[config.mk]
export PLATFORM = sky130hd
export DESIGN_NAME = round_ctrl
export DESIGN_NICKNAME = d
export VERILOG_FILES = /design/src/rtl/round_ctrl.sv
export SDC_FILE = /design/constraint.sdc
export NUM_CORES = 1
export LEC_CHECK = 0
export ABC_AREA = 0
export CAP_MARGIN = 15
export CORE_MARGIN = 1
export CORE_UTILIZATION = 40
export CTS_CLUSTER_SIZE = 10
export DETAILED_ROUTE_END_ITERATION = 12
export GPL_TIMING_DRIVEN = 0
export HOLD_SLACK_MARGIN = 0.03
export PLACE_DENSITY = 0.6
export SYNTH_ARGS = -nofsm -noshare
export SYNTH_HDL_FRONTEND = slang
export SYNTH_SLANG_ARGS = --single-unit
[constraint.sdc]
create_clock -name clock -period 4.42 [get_ports clock]
set_input_delay 1.105 -clock clock [delete_from_list [all_inputs] [get_ports clock]]
set_output_delay 1.105 -clock clock [all_outputs]
set_load 0.02 [all_outputs]
[src/rtl/round_ctrl.sv]
// Round controller: tick prescaler, BCD score, lives and the
// IDLE/PLAY/HIT/OVER round state machine with 7-segment score output.
module round_ctrl #(
  parameter int TICK_DIV  = 128,
  parameter int LIVES     = 3,
  parameter int HIT_TICKS = 4
) (
  input  logic       clock,
  input  logic       reset,
  input  logic       start,
  input  logic       crash,
  input  logic [7:0] redInput,
  output logic [6:0] hex0,
  output logic [6:0] hex1,
  output logic [6:0] hex2,
  output logic [1:0] lives,
  output logic [1:0] state,
  output logic       freeze
);

  localparam int PW = $clog2(TICK_DIV);
  localparam logic [PW-1:0] PRE_MAX = PW'(TICK_DIV - 1);
  localparam logic [1:0] LIVES_INIT = 2'(LIVES);
  localparam logic [3:0] HIT_MAX = 4'(HIT_TICKS);

  typedef enum logic [1:0] {
    IDLE = 2'b00,
    PLAY = 2'b01,
    HIT  = 2'b10,
    OVER = 2'b11
  } st_t;

  st_t           st_q, st_d;
  logic [PW-1:0] pre_q, pre_d;
  logic [3:0]    d0_q, d0_d;
  logic [3:0]    d1_q, d1_d;
  logic [3:0]    d2_q, d2_d;
  logic [1:0]    lives_q, lives_d;
  logic [3:0]    hit_q, hit_d;
  logic          tick;
  logic          at998;
  logic [3:0]    hit_inc;

  assign tick    = (pre_q == PRE_MAX);
  assign at998   = (d2_q == 4'd9) && (d1_q == 4'd9) && (d0_q == 4'd8);
  assign hit_inc = hit_q + 4'd1;

  always_comb begin
    pre_d   = tick ? '0 : pre_q + 1'b1;
    st_d    = st_q;
    d0_d    = d0_q;
    d1_d    = d1_q;
    d2_d    = d2_q;
    lives_d = lives_q;
    hit_d   = hit_q;
    case (st_q)
      IDLE, OVER: begin
        if (start) begin
          st_d    = PLAY;
          d0_d    = 4'd0;
          d1_d    = 4'd0;
          d2_d    = 4'd0;
          lives_d = LIVES_INIT;
        end
      end
      PLAY: begin
        if (crash) begin
          st_d    = HIT;
          hit_d   = 4'd0;
          lives_d = (lives_q == 2'd0) ? 2'd0 : lives_q - 2'd1;
        end else if (tick && (redInput != 8'd0)) begin
          // 998 -> 999 ends the round; 999 itself never increments
          if (at998) begin
            d0_d = 4'd9;
            st_d = OVER;
          end else if (d0_q != 4'd9) begin
            d0_d = d0_q + 4'd1;
          end else if (d1_q != 4'd9) begin
            d0_d = 4'd0;
            d1_d = d1_q + 4'd1;
          end else if (d2_q != 4'd9) begin
            d0_d = 4'd0;
            d1_d = 4'd0;
            d2_d = d2_q + 4'd1;
          end
        end
      end
      HIT: begin
        if (tick) begin
          hit_d = hit_inc;
          if (hit_inc == HIT_MAX) begin
            st_d = (lives_q == 2'd0) ? OVER : PLAY;
          end
        end
      end
      default: st_d = IDLE;
    endcase
  end

  always_ff @(posedge clock) begin
    if (reset) begin
      st_q    <= IDLE;
      pre_q   <= '0;
      d0_q    <= 4'd0;
      d1_q    <= 4'd0;
      d2_q    <= 4'd0;
      lives_q <= LIVES_INIT;
      hit_q   <= 4'd0;
    end else begin
      st_q    <= st_d;
      pre_q   <= pre_d;
      d0_q    <= d0_d;
      d1_q    <= d1_d;
      d2_q    <= d2_d;
      lives_q <= lives_d;
      hit_q   <= hit_d;
    end
  end

  function automatic logic [6:0] seg(input logic [3:0] d);
    case (d)
      4'd0:    seg = 7'b1000000;
      4'd1:    seg = 7'b1111001;
      4'd2:    seg = 7'b0100100;
      4'd3:    seg = 7'b0110000;
      4'd4:    seg = 7'b0011001;
      4'd5:    seg = 7'b0010010;
      4'd6:    seg = 7'b0000010;
      4'd7:    seg = 7'b1111000;
      4'd8:    seg = 7'b0000000;
      4'd9:    seg = 7'b0010000;
      default: seg = 7'b1111111;
    endcase
  endfunction

  assign hex0   = seg(d0_q);
  assign hex1   = seg(d1_q);
  assign hex2   = seg(d2_q);
  assign lives  = lives_q;
  assign state  = st_q;
  assign freeze = (st_q != PLAY);

endmodule

==> run_results.csv <==
group,metric,value,unit
logic_synthesis,synth_seq_cells,48,
logic_synthesis,synth_ff_type,"dfxtp_1",
worst_setup_path,r2r_end,"hex1[3]",
logic_synthesis,synth.area.top_cells,"dfxtp_1 35%, ha_1 11%, nor2_1 3.7%",
timing,fin_crit_sh,83.7,%
die,io_pins,38,
logic_synthesis,async_flop_share,0,%
clocking,cts_setup_buffers,0,
timing,setup_tns,0,ns
logic_synthesis,synth_nets,349,
timing,final_hold_viol_count,0,
clocking,postCtsHoldBufs,0,
die,rows,29,
final_layout,num-fill-cells,603,
global_routing,grt_busiest_layer,"met2",
die,die-area,0.00722,mm²
worst_setup_path,r2r_slack,1.18,ns
min_path,hold_end,"pre_q[0]",
timing,worst_pin_slew,0.543,ns
die,fp.dieW,85.0,µm
die,start_util,42.4,%
clocking,root_buffer,"clkbuf_8",
detailed_routing,drtIter0Drc,85,
timing,relSlewSlack,63.8,%
min_path,worstHoldPathCells,1,
worst_setup_path,cp_slowest_stage_delay,0.57,ns
detailed_routing,drcViolationCount,0,
global_routing,grt_pass1_wl,10100,µm
global_routing,use_met2,27.7,%
logic_synthesis,ys_types,64,
worst_setup_path,critPathMaxFanout,5,
worst_setup_path,critPathArrivalTime,3.89,ns
detailed_routing,antenna_left,0,
timing,fin_crit,3.70,ns
run,max_cap_viol_count,0,
worst_setup_path,slowest_stage,"clkdlybuf4s50_1",
global_routing,antenna_found_initial,0,
timing,rsz0062_at_grt,"false",
logic_synthesis,yosysTopAreaCell,"dfxtp_1",
logic_synthesis,syn_avg_cell_area,8.83,µm²
clocking,cts_sinks,48,
worst_setup_path,critPathLaunchType,"input pin",
pwr,p_leak,1.39,nW
detailed_routing,routed_wl,5680,µm
logic_synthesis,ys_seq_area_share,34.9,%
placement,hpwl,4290,µm
logic_synthesis,yosysWarnings,0,
clocking,h-tree-depth,2,
timing,finClkSkew,0.00609,ns
worst_setup_path,worstSetupEndpointType,"flip-flop",
die,coreArea,0.00649,mm²
clocking,cts_buffers,5,
detailed_routing,vias,2278,
clocking,clkLatencyLatePin,0.30,ns
clocking,ctsResizeCount,0,
clocking,cts_tree,"built",
final_layout,antenna_cells,0,
pwr,vdd_ir_drop_max,124,µV
logic_synthesis,syn_inst,312,
worst_setup_path,reg2regPathDepth,12,
placement,place_congestion,0.799,
global_routing,met3_usage,2.33,%
global_routing,grtUsageTotal,17.1,%
final_layout,syn2layout_area_growth,21.3,%
global_routing,grt.met1_usage,23.3,%
final_layout,layout-drive-gt1-share,9.01,%
final_layout,multiInputGateArea,0.00165,mm²
placement,port_buffers,36,
min_path,min_from,"pre_q[0]",
outcome,status,"finished clean",
timing,clock.fmax,270,MHz
worst_setup_path,rr_startpoint,"state[0]",
logic_synthesis,synth_top_area_share,34.9,%
final_layout,final_nets,392,
min_path,min_path_type,"reg2reg",
worst_setup_path,required,4.61,ns
die,die_y,85.0,µm
global_routing,grt_max_degree,15,
logic_synthesis,synth_edf_count,0,
logic_synthesis,syn_area,0.00276,mm²
global_routing,grt-ovfl-total,0,
detailed_routing,routed_via_density,5.27,
timing,setup_viol,0,
pwr,power_density,350,mW/mm²
detailed_routing,drt-pass1-iter-count,4,
clocking,clkTransAtPathRegs,0.08,ns
clocking,clock_path_buffers,2,
timing,finalMaxSlewViolations,0,
pwr,power.total,1.17,mW
final_layout,ff_latch_area,961,µm²
worst_setup_path,crit_chain,"clkdlybuf4s50_1, nor2b_4, or3_1, nor3_1, nand4_1, mux2_2, nor2_1, inv_1, ha_1, a21boi_0, a21oi_1",
global_routing,grt_pass1_vias,2215,
worst_setup_path,crit_type,"in2reg",
detailed_routing,wl_per_cell,13.1,µm
## state kept, by name, indices dropped and copies added (netlist names)
signal  cells
d2_q        4
d1_q        4
pre_q       7
hex0        7
state       2
hex2        7
d0_q        4
hex1        7
hit_q       4
lives       2
## layer usage
layer  up-vias  part of all wire, %  wire (µm)
li1       1183                    -          -
met5         -                    0          0
met2        35                   44       2520
met3         5                  2.4        138
met4         0                  1.5         84
met1      1055                   52       2930
## where the power goes
group	switching [mW]	internal, mW	total [mW]
logic	0.194	0.132	0.326
clock network	0.143	0.223	0.366
registers	0.0179	0.458	0.476
## cells in the final DEF, fill, tap and decap left out, drive strengths merged, types with 3 or more instances in the layout
cell	synthesis	routed
and3	6	6
xnor2	4	4
mux2i	10	10
ha	25	25
inv	26	26
nor2b	4	4
nand2b	5	5
a31oi	4	4
nor3	10	10
a211oi	3	3
clkbuf	4	9
and2	7	7
a311oi	3	3
xor2	6	6
nor3b	4	4
a21oi	17	17
o21ai	16	16
nor4	5	5
clkdlybuf4s50	0	36
nand2	18	18
nand4	9	9
dfxtp	48	48
nand3	11	11
buf	5	5
nor2	27	27
## Yosys cell counts (4+ instances only)
master    number
mux2i_1       10
nor3b_1        4
a21oi_1       16
and3_1         4
clkbuf_1       4
nand3_1       11
inv_1         25
nor2_1        27
dfxtp_1       48
nand2_1       17
a31oi_1        4
nand4_1        8
xor2_1         6
o21ai_0       15
nor4_1         5
ha_1          25
and2_1         7
xnor2_1        4
nand2b_1       4
nor3_1         9
## final cells by class
type                    instances  share of cell area (%)
repair buffers                 36                    10.8
clock buffers                   5                    2.06
plain buffers                   9                    1.42
flip-flops and latches         48                    28.8
clock inverters                 2                    1.80
multi-input cells             228                    49.3
inverters                      27                    3.03
well taps                      77                    2.88
## metrics by stage
step | utilization [%] | hold WS, ns | std cells | instance area, µm² | worst slack, ns
after floorplan | - | 0.428 | 312 | 2760 | 1.36
after global placement | 49.5 | 0.440 | 425 | 3210 | 0.439
after detailed placement | 49.5 | 0.444 | 425 | 3210 | 0.459
after CTS | 51.4 | 0.456 | 432 | 3340 | 0.765
after global routing | 51.4 | 0.474 | 432 | 3340 | 0.588
final | 51.4 | 0.453 | 432 | 3340 | 0.722
## how the worst max path moves through the flow
| stage | endpoint | startpoint | cells after the start | slack, ns |
|---|---|---|---|---|
| after global placement | hex1[3] | start | 11 | 0.44 |
| final | hex1[3] | start | 11 | 0.72 |
| after detailed placement | hex1[3] | start | 11 | 0.46 |
| after floorplan | hex1[3] | redInput[1] | 10 | 1.36 |
| after global routing | hex1[3] | start | 11 | 0.59 |
| after CTS | hex1[3] | start | 11 | 0.76 |
## worst max-delay path: cells and delay by family
family | cells | cell delay [ns]
compound gates | 2 | 0.24
fa+ha+maj | 1 | 0.29
buf+inv | 2 | 0.69
mux | 1 | 0.34
simple gates | 5 | 1.23
## logic make-up (layout without fill, tap and decap cells)
family	count (synthesis)	after routing	share of synthesized area, %
and+or+nand+nor	118	118	24.7
xor gates and xnor gates	10	10	3.18
adders and majority gates	25	25	11.4
AOI/OAI and AO/OA	63	63	16.0
buffers and inverters	36	79	5.40
muxes	12	12	4.45
DFF	48	48	34.9
Note: power is estimated with default switching activity, not from simulation.
